## src/rtl/alu_seq_pkg.sv

```systemverilog
// Shared definitions for the ALU control sequencer: op codes, bus select codes,
// carry-in modes, FSM states and the latched command record.
package alu_seq_pkg;

    typedef enum logic [3:0] {
        OP_ADD  = 4'd0,
        OP_SUB  = 4'd1,
        OP_AND  = 4'd2,
        OP_OR   = 4'd3,
        OP_XOR  = 4'd4,
        OP_NOT  = 4'd5,
        OP_SHR  = 4'd6,
        OP_SWAP = 4'd7,
        OP_MOV  = 4'd8
    } op_e;

    localparam logic [3:0] OUT_REG_A  = 4'd0;
    localparam logic [3:0] OUT_REG_B  = 4'd1;
    localparam logic [3:0] OUT_REG_C  = 4'd2;
    localparam logic [3:0] OUT_REG_D  = 4'd3;
    localparam logic [3:0] OUT_FLAGS  = 4'd4;
    localparam logic [3:0] OUT_ADDSUB = 4'd5;
    localparam logic [3:0] OUT_ANDOR  = 4'd6;
    localparam logic [3:0] OUT_SHSW   = 4'd7;
    localparam logic [3:0] OUT_XORNOT = 4'hA;

    localparam logic [3:0] LOAD_REG_A = 4'd0;
    localparam logic [3:0] LOAD_REG_B = 4'd1;
    localparam logic [3:0] LOAD_REG_C = 4'd2;
    localparam logic [3:0] LOAD_REG_D = 4'd3;
    localparam logic [3:0] LOAD_FLAGS = 4'd7;

    localparam logic [2:0] ARG_R_ZERO = 3'd6;
    localparam int         FLAG_C     = 1;

    localparam logic [1:0] CMODE_ZERO  = 2'd0;
    localparam logic [1:0] CMODE_ONE   = 2'd1;
    localparam logic [1:0] CMODE_FLAGS = 2'd2;
    localparam logic [1:0] CMODE_RSVD  = 2'd3;

    typedef enum logic [1:0] {
        ST_IDLE  = 2'd0,
        ST_SETUP = 2'd1,
        ST_EXEC  = 2'd2
    } state_e;

    typedef struct packed {
        logic [3:0] op;
        logic [1:0] dst;
        logic [1:0] src_l;
        logic [2:0] src_r;
        logic [2:0] count;
        logic [1:0] cmode;
        logic       fonly;
    } cmd_t;

endpackage

```

## src/rtl/alu_op_decode.sv

```systemverilog
// Combinational op-code decode: result bus driver, function variant,
// whether the flags latch is enabled, and illegal-code detection.
module alu_op_decode
    import alu_seq_pkg::*;
#(
    parameter logic [3:0] IDLE_OUT = 4'hF
) (
    input  logic [3:0] op,
    input  logic [1:0] src_l,
    output logic [3:0] outctl,
    output logic       alt,
    output logic       calc_en,
    output logic       illegal
);

    always_comb begin
        // NOTE: every output gets a default before the case so no latch is inferred.
        outctl  = IDLE_OUT;
        alt     = 1'b0;
        calc_en = 1'b1;
        illegal = 1'b0;
        case (op)
            OP_ADD:  outctl = OUT_ADDSUB;
            OP_SUB:  begin outctl = OUT_ADDSUB; alt = 1'b1; end
            OP_AND:  outctl = OUT_ANDOR;
            OP_OR:   begin outctl = OUT_ANDOR;  alt = 1'b1; end
            OP_XOR:  outctl = OUT_XORNOT;
            OP_NOT:  begin outctl = OUT_XORNOT; alt = 1'b1; end
            OP_SHR:  outctl = OUT_SHSW;
            OP_SWAP: begin outctl = OUT_SHSW;   alt = 1'b1; end
            OP_MOV:  begin outctl = {2'b00, src_l}; calc_en = 1'b0; end
            default: begin calc_en = 1'b0; illegal = 1'b1; end
        endcase
    end

endmodule

```

## src/rtl/alu_sequencer.sv

```systemverilog
// ALU control sequencer: accepts one command per handshake and replays it as
// 1..8 SETUP/EXEC passes on the registered ALU control bus.
module alu_sequencer
    import alu_seq_pkg::*;
#(
    parameter int unsigned SETTLE_CYCLES = 1,
    parameter logic [3:0]  IDLE_OUT      = 4'hF,
    parameter logic [3:0]  IDLE_LOAD     = 4'hF
) (
    input  logic       clk,
    input  logic       rst,
    input  logic       cmd_valid,
    output logic       cmd_ready,
    input  logic [3:0] cmd_op,
    input  logic [1:0] cmd_dst,
    input  logic [1:0] cmd_src_l,
    input  logic [2:0] cmd_src_r,
    input  logic [2:0] cmd_count,
    input  logic [1:0] cmd_cmode,
    input  logic       cmd_fonly,
    input  logic [3:0] fout,
    output logic [3:0] outctl,
    output logic [3:0] loadctl,
    output logic [1:0] arg_l,
    output logic [2:0] arg_r,
    output logic       alt,
    output logic       calcfn,
    output logic       cin,
    output logic       busy,
    output logic       done,
    output logic       err
);

    localparam logic [2:0] SETTLE_LAST = 3'(SETTLE_CYCLES - 1);

    state_e     state_q, state_d;
    cmd_t       cmd_q, cmd_d;
    logic [2:0] settle_q, settle_d;
    logic [2:0] iter_q, iter_d;

    logic [3:0] outctl_q, outctl_d;
    logic [3:0] loadctl_q, loadctl_d;
    logic [1:0] arg_l_q, arg_l_d;
    logic [2:0] arg_r_q, arg_r_d;
    logic       alt_q, alt_d;
    logic       calcfn_q, calcfn_d;
    logic       cin_q, cin_d;
    logic       busy_q, busy_d;
    logic       done_q, done_d;
    logic       err_q, err_d;

    logic       accept;
    logic [3:0] dec_outctl;
    logic       dec_alt;
    logic       dec_calc_en;
    logic       dec_illegal;
    logic [3:0] fout_unused;

    assign cmd_ready   = (state_q == ST_IDLE) && !rst;
    assign accept      = cmd_valid && cmd_ready;
    assign fout_unused = fout & ~(4'b0001 << FLAG_C);

    // Decode always looks at the command that will be active next cycle.
    alu_op_decode #(
        .IDLE_OUT (IDLE_OUT)
    ) u_decode (
        .op      (cmd_d.op),
        .src_l   (cmd_d.src_l),
        .outctl  (dec_outctl),
        .alt     (dec_alt),
        .calc_en (dec_calc_en),
        .illegal (dec_illegal)
    );

    always_comb begin
        cmd_d = cmd_q;
        if (accept) begin
            cmd_d = '{op: cmd_op, dst: cmd_dst, src_l: cmd_src_l, src_r: cmd_src_r,
                      count: cmd_count, cmode: cmd_cmode, fonly: cmd_fonly};
        end
    end

    always_comb begin
        state_d  = state_q;
        settle_d = settle_q;
        iter_d   = iter_q;
        done_d   = 1'b0;
        err_d    = 1'b0;
        case (state_q)
            ST_IDLE: begin
                if (accept) begin
                    if (dec_illegal) begin
                        done_d = 1'b1;
                        err_d  = 1'b1;
                    end else begin
                        state_d  = ST_SETUP;
                        settle_d = 3'd0;
                        iter_d   = 3'd0;
                    end
                end
            end
            ST_SETUP: begin
                if (settle_q == SETTLE_LAST) begin
                    state_d = ST_EXEC;
                end else begin
                    settle_d = settle_q + 3'd1;
                end
            end
            ST_EXEC: begin
                if (iter_q == cmd_q.count) begin
                    state_d = ST_IDLE;
                    done_d  = 1'b1;
                end else begin
                    state_d  = ST_SETUP;
                    settle_d = 3'd0;
                    iter_d   = iter_q + 3'd1;
                end
            end
            default: state_d = ST_IDLE;
        endcase
    end

    // Bus values are derived from the next state so each one is registered and held a full cycle.
    always_comb begin
        outctl_d  = IDLE_OUT;
        loadctl_d = IDLE_LOAD;
        arg_l_d   = 2'd0;
        arg_r_d   = ARG_R_ZERO;
        alt_d     = 1'b0;
        calcfn_d  = 1'b1;
        cin_d     = 1'b0;
        busy_d    = 1'b0;
        if (state_d != ST_IDLE) begin
            arg_l_d = cmd_d.src_l;
            arg_r_d = cmd_d.src_r;
            alt_d   = dec_alt;
            cin_d   = (cmd_d.cmode == CMODE_ONE);
            busy_d  = 1'b1;
        end
        if (state_d == ST_EXEC) begin
            outctl_d  = dec_outctl;
            loadctl_d = cmd_d.fonly ? IDLE_LOAD : {2'b00, cmd_d.dst};
            calcfn_d  = !dec_calc_en;
        end
    end

    // NOTE: state registers use non-blocking assignments so all flops update together on the edge.
    always_ff @(posedge clk or posedge rst) begin
        if (rst) begin
            state_q   <= ST_IDLE;
            cmd_q     <= '0;
            settle_q  <= 3'd0;
            iter_q    <= 3'd0;
            outctl_q  <= IDLE_OUT;
            loadctl_q <= IDLE_LOAD;
            arg_l_q   <= 2'd0;
            arg_r_q   <= ARG_R_ZERO;
            alt_q     <= 1'b0;
            calcfn_q  <= 1'b1;
            cin_q     <= 1'b0;
            busy_q    <= 1'b0;
            done_q    <= 1'b0;
            err_q     <= 1'b0;
        end else begin
            state_q   <= state_d;
            cmd_q     <= cmd_d;
            settle_q  <= settle_d;
            iter_q    <= iter_d;
            outctl_q  <= outctl_d;
            loadctl_q <= loadctl_d;
            arg_l_q   <= arg_l_d;
            arg_r_q   <= arg_r_d;
            alt_q     <= alt_d;
            calcfn_q  <= calcfn_d;
            cin_q     <= cin_d;
            busy_q    <= busy_d;
            done_q    <= done_d;
            err_q     <= err_d;
        end
    end

    // Flags-carry mode bypasses the register so each pass sees the previous pass's carry.
    assign cin = (state_q != ST_IDLE && cmd_q.cmode == CMODE_FLAGS) ? fout[FLAG_C] : cin_q;

    assign outctl  = outctl_q;
    assign loadctl = loadctl_q;
    assign arg_l   = arg_l_q;
    assign arg_r   = arg_r_q;
    assign alt     = alt_q;
    assign calcfn  = calcfn_q;
    assign busy    = busy_q;
    assign done    = done_q;
    assign err     = err_q;

endmodule

```

## config.mk

```make
export PLATFORM = sky130hd
export DESIGN_NAME = alu_sequencer
export DESIGN_NICKNAME = d
export VERILOG_FILES = /design/src/rtl/alu_seq_pkg.sv /design/src/rtl/alu_op_decode.sv /design/src/rtl/alu_sequencer.sv
export SDC_FILE = /design/constraint.sdc
export NUM_CORES = 1
export LEC_CHECK = 0
export CORE_MARGIN = 10
export CORE_UTILIZATION = 40
export CTS_CLUSTER_SIZE = 30
export DETAILED_ROUTE_END_ITERATION = 10
export DONT_BUFFER_PORTS = 1
export GPL_TIMING_DRIVEN = 0
export SYNTH_ARGS = -nofsm -noshare
export SYNTH_HDL_FRONTEND = slang
export SYNTH_SLANG_ARGS = --single-unit
```

## constraint.sdc

```tcl
create_clock -name clk -period 2.5 [get_ports clk]
set_clock_uncertainty 0.05 [all_clocks]
set_input_delay 0.5 -clock clk [delete_from_list [all_inputs] [get_ports clk]]
set_output_delay 0.5 -clock clk [all_outputs]
set_load 0.01 [all_outputs]
```

# --- Word-level counts from Yosys, hierarchy flattened ---
# Index checks and enable logic that the tools add are counted.
# Widths: inputs -> output; s select.
totals:
  input_bits: 24
  elab_cells: 92
  regBits: 44
op_classes:
  n_reduce_logical: 21
  n_mux: 31
  n_addsub: 2
  eq_ne: 18
op_table:
  columns: ["op", "count"]
  rows:
  - ["$pmux 4 s5", 1]
  - ["$mux 3", 6]
  - ["$mux 17", 1]
  - ["$eq 4x3->1 const B", 4]
  - ["$mux 1", 12]
  - ["$mux 4", 3]
  - ["$pmux 3 s3", 1]
  - ["$reduce_or 9->1", 1]
  - ["$eq 4x2->1 const B", 2]
  - ["$mux 2", 4]
  - ["$ne 2x2->1 const B", 4]
  - ["$reduce_or 2->1", 4]
  - ["$reduce_or 8->1", 1]
  - ["$add 3x1->3 const B", 2]
  - ["$eq 2x2->1 const B", 3]
  - ["$pmux 2 s3", 1]
  - ["$pmux 3 s2", 1]
  - ["$reduce_bool 2->1", 3]
  - ["$reduce_and 5->1", 1]
  - ["$eq 2x1->1 const B", 2]
  - ["$eq 4x1->1 const B", 1]
  - ["$eq 4x4->1 const B", 1]
  - ["$logic_not 4->1", 1]
  - ["$reduce_and 4->1", 1]
  - ["8 further kinds", 11]

# --- Depth between registers and ports, before layout ---
depth:
  word_depth: 11
  depth_mapped: 6

# --- Cells and area by module ---
# From an unflattened synthesis, not the netlist that was laid out.
hier_totals:
  hier_cells: 180
  area_unflattened_um2: 1933.1
by_module_without_submodules:
  columns: ["mod", "cells_each", "instances", "area_per_inst_um2"]
  rows:
  - ["alu_sequencer", 164, 1, 1844.3]
  - ["alu_op_decode", 16, 1, 88.8]

# --- Least setup slack after synthesis ---
# Ideal clock, no wire load.
synth_path:
  path_kind: "input to register"
  startpoint: "input port rst"
  endpoint: "register cin_q"
  required_time_ns: 2.362
  t_arrival_ns: 2.003
  path_stages: 4
  setup_time_ns: 0.088
  path_slack_ns: 0.359
  cell_sequence: "inv_1 > a31oi_1 > o21a_1 > nor3b_1"
synth_via:
  elab_chain_len: 11
  word_cells_on_any_way: 20
synth_rtl:
  columns: ["item", "line_no", "rtl"]
  rows:
  - ["from (decl)", "alu_sequencer.sv:11", "input logic rst,"]
  - ["$logic_not 1->1 (no line) *", null, null]
  - ["$logic_and 1x1->1 *", "alu_sequencer.sv:59", "assign cmd_ready = (state_q == ST_IDLE) && !rst;"]
  - ["$logic_and 1x1->1 *", "alu_sequencer.sv:60", "assign accept = cmd_valid && cmd_ready;"]
  - ["$mux 17", "alu_sequencer.sv:77", "if (accept) begin"]
  - ["$eq 4x1->1 (tied with other cells)", "alu_op_decode.sv:22", "case (op)"]
  - ["$reduce_or 9->1 (no line)", null, null]
  - ["$mux 2", "alu_sequencer.sv:92", "if (dec_illegal) begin"]
  - ["$mux 2", "alu_sequencer.sv:91", "if (accept) begin"]
  - ["$pmux 2 s3", "alu_sequencer.sv:89", "case (state_q)"]
  - ["$reduce_bool 2->1", "alu_sequencer.sv:133", "if (state_d != ST_IDLE) begin"]
  - ["$mux 1 *", "alu_sequencer.sv:133", null]
  - ["via cin_d", "alu_sequencer.sv:47", "logic cin_q, cin_d;"]
  - ["to (signal assigned)", "alu_sequencer.sv:175", "cin_q <= cin_d;"]
  - ["to (decl)", "alu_sequencer.sv:47", null]
# The timed path passes the listed nets; every way through them passes the cells marked *.
# A chain may end at the register's enable or synchronous reset.

# --- Worst setup path in the final report ---
layout_path:
  startpoint: "register state_q[0]"
  endpoint: "output port cin"
layout_via:
  elab_chain_len: 3
layout_rtl:
  columns: ["item", "line_no", "rtl"]
  rows:
  - ["from (decl)", "alu_sequencer.sv:36", "state_e state_q, state_d;"]
  - ["from (signal assigned)", "alu_sequencer.sv:165", "state_q <= state_d;"]
  - ["$reduce_bool 2->1", "alu_sequencer.sv:183", "assign cin = (state_q != ST_IDLE && cmd_q.cmode == CMODE_FLAGS) ? fout[FLAG_C] : cin_q;"]
  - ["$logic_and 1x1->1", "alu_sequencer.sv:183", null]
  - ["$mux 1", "alu_sequencer.sv:183", null]
  - ["to (decl)", "alu_sequencer.sv:28", "output logic cin,"]
# Every way passes these cells.

==> results.sh <==
export IMPL_synth_flop_cell="dfrtp_1"
export IMPL_hold_violations=0
export IMPL_max_cap_viol_count=0
export IMPL_synthesis_nets=208
export IMPL_wire_per_inst_um=16.7
export IMPL_slowest_delay_ns=0.40
export IMPL_crit_buf_inv=1
export IMPL_ios=44
export IMPL_synth_edff_count=0
export IMPL_insertedDiodeCount=0
export IMPL_grt_antenna_before_repair=0
export IMPL_post_route_drc_count=0
export IMPL_drive_gt1_frac=0.159
export IMPL_crit_path_cell_trace="clkbuf_1 -> nor2_1 -> nor3b_1 -> mux2_2"
export IMPL_drt_iter0_markers=77
export IMPL_async_flop_share=1.00
export IMPL_dieArea_um2=7860
export IMPL_p_leak_nw=0.949
export IMPL_synthTopCellsByArea="dfrtp_1, dfstp_2, nand2_1"
export IMPL_die_height_um=88.7
export IMPL_crit_arrival_ns=1.78
export IMPL_yosys_warnings=0
export IMPL_wl_um=4020
export IMPL_min_delay_path_class="in2async"
export IMPL_die_w_um=88.7
export IMPL_cts_max_level=2
export IMPL_vias=1304
export IMPL_core_area_um2=4440
export IMPL_slew_viol_final=0
export IMPL_dp_hpwl_um=3070
export IMPL_seq_area_frac_synth=0.577
export IMPL_power_density_nw_per_um2=1170
export IMPL_critical_path_class="reg2out"
export IMPL_ys_seq_elements=43
export IMPL_peakVddDrop_mv=0.460
export IMPL_via_per_inst=5.41
export IMPL_synthTopCellsByCount="nand2_1, dfrtp_1, inv_1"
export IMPL_syn_inst=181
export IMPL_syn_area_um2=1890
export IMPL_tightestPinTransition_ns=0.861
export IMPL_status="finished, final reports clean"
export IMPL_startpoint="state_q[0]"
export IMPL_setup_tns_final_ns=0
export IMPL_ctsResizeCount=0
export IMPL_ant_nets=0
export IMPL_numCtsBuffers=5
export IMPL_cts_clk_slew_worst_paths_ns=0.07
export IMPL_portBuffers=0
export IMPL_grt_pass1_vias=1316
export IMPL_required_ns=1.95
export IMPL_grt_usage=0.108
export IMPL_ctsHoldBuffers=0
export IMPL_cp_start_kind="register"
export IMPL_synth_distinct_cells=41
export IMPL_period_needed_ns=2.33
export IMPL_root_buffer="clkbuf_8"
export IMPL_num_rows=24
export IMPL_crit_path_end_kind="output port"
export IMPL_cp_max_fo=10
export IMPL_yosys_area_top_type="dfrtp_1"
export IMPL_cts_tree="done"
export IMPL_critical_path_top_delay_family="flip-flops"
export IMPL_setup_viol_count_final=0
export IMPL_firstDrtPassIters=6
export IMPL_overflow=0
export IMPL_nFillCells=401
export IMPL_yosysMostFrequentCell="nand2_1"
export IMPL_holdWs_ns=0.220
export IMPL_postSynthAreaPerCell_um2=10.4
export IMPL_final_nets=215
export IMPL_place_congestion=0.887
export IMPL_r2r_start="state_q[1]"
export IMPL_syn2layout_area_growth_pct=8.29
export IMPL_cp_slowest_cell="dfrtp_1"
export IMPL_post_synth_top_area_fraction=0.438
export IMPL_fmax_ghz=0.429
export IMPL_cts_setup_buffers=0
export IMPL_period_share=0.933
export IMPL_initial_utilization=0.424
export IMPL_clockBufferDepth=2
export IMPL_grt_start_max_net_pins=45
export IMPL_numClockSinks=43
export IMPL_clk_latency_ns=0.28
export IMPL_rsz0062_at_grt="false"
export IMPL_grt_pass1_wl_um=6580
export IMPL_slew_headroom=0.425
## power by group
group          switching (mW)  internal [mW]
registers               0.217          0.994
clock network           0.217          0.223
logic                   0.452          0.277
total                   0.887           1.49
## through the flow
stage	worst slack [ns]	cell area (um^2)	total power [mW]	util	std cells
after CTS	0.135	2040	2.41	0.459	241
after floorplan	0.359	1890	1.76	-	181
final	0.168	2040	2.38	0.459	241
after global routing	0.0226	2040	2.57	0.459	241
after detailed placement	0.455	1950	1.97	0.439	233
after global placement	-0.0635	1950	1.93	0.439	233
## final timing paths
| check | cells after the start | slack [ns] | to |
|---|---|---|---|
| max in group asynchronous | 1 | 1.63 | iter_q[1] |
| worst max register to register | 4 | 0.52 | settle_q[1] |
| worst min register to register | 2 | 0.42 | cmd_q[6] |
| min in group clk | 2 | 0.27 | cmd_q[3] |
| worst min-delay path | 1 | 0.22 | state_q[1] |
| worst max-delay path | 4 | 0.17 | cin |
## final cells by class
type                       count  area [um^2]  share of cell area
sequential                    43         1090               0.533
multi-input combinational    117          706               0.346
clock buffer                   7         86.3              0.0423
tap                           52         65.1              0.0319
inverter                      14         52.6              0.0257
buffer                         7         38.8              0.0190
clock inverter                 1         5.00             0.00245
## per-layer routing
| layer | routed length, um | vias up | share of wire | GRT usage |
|---|---|---|---|---|
| met5 | 0 | - | 0 | 0 |
| met4 | 27 | 0 | 0.0067 | 0.0191 |
| met3 | 291 | 2 | 0.072 | 0.0542 |
| met2 | 2090 | 28 | 0.52 | 0.181 |
| met1 | 1610 | 648 | 0.40 | 0.122 |
| li1 | - | 626 | - | - |
## registers in the layout, indices dropped and copies added (netlist names)
name / cells
alt: 1
arg_l: 2
arg_r: 3
busy: 1
calcfn: 1
cin_q: 1
cmd_q: 17
done: 1
err: 1
iter_q: 3
loadctl: 3
outctl: 4
settle_q: 3
state_q: 2
## placed cells by master (no fill, tap or decap), types with 3 or more instances in the layout
cell,count
nand2_1,44
dfrtp_1,33
inv_1,11
nand3_1,10
dfstp_2,10
o21ai_0,7
nor2_1,6
clkbuf_8,6
clkbuf_1,5
nor3_1,5
mux2i_1,4
xor2_1,3
inv_2,3
nor4_1,3
nand4_1,3
ha_1,3
## logic make-up after synthesis
kind of cell,count (synthesis),synth area share
AND/OR/NAND/NOR,79,0.194
flip-flops,43,0.577
AO/OA/AOI/OAI,23,0.0869
buffers and inverters,21,0.0484
multiplexers,8,0.0544
XOR/XNOR,4,0.0186
adder cells (fa/ha/maj),3,0.0199
Note: power is estimated with default switching activity, not from simulation.
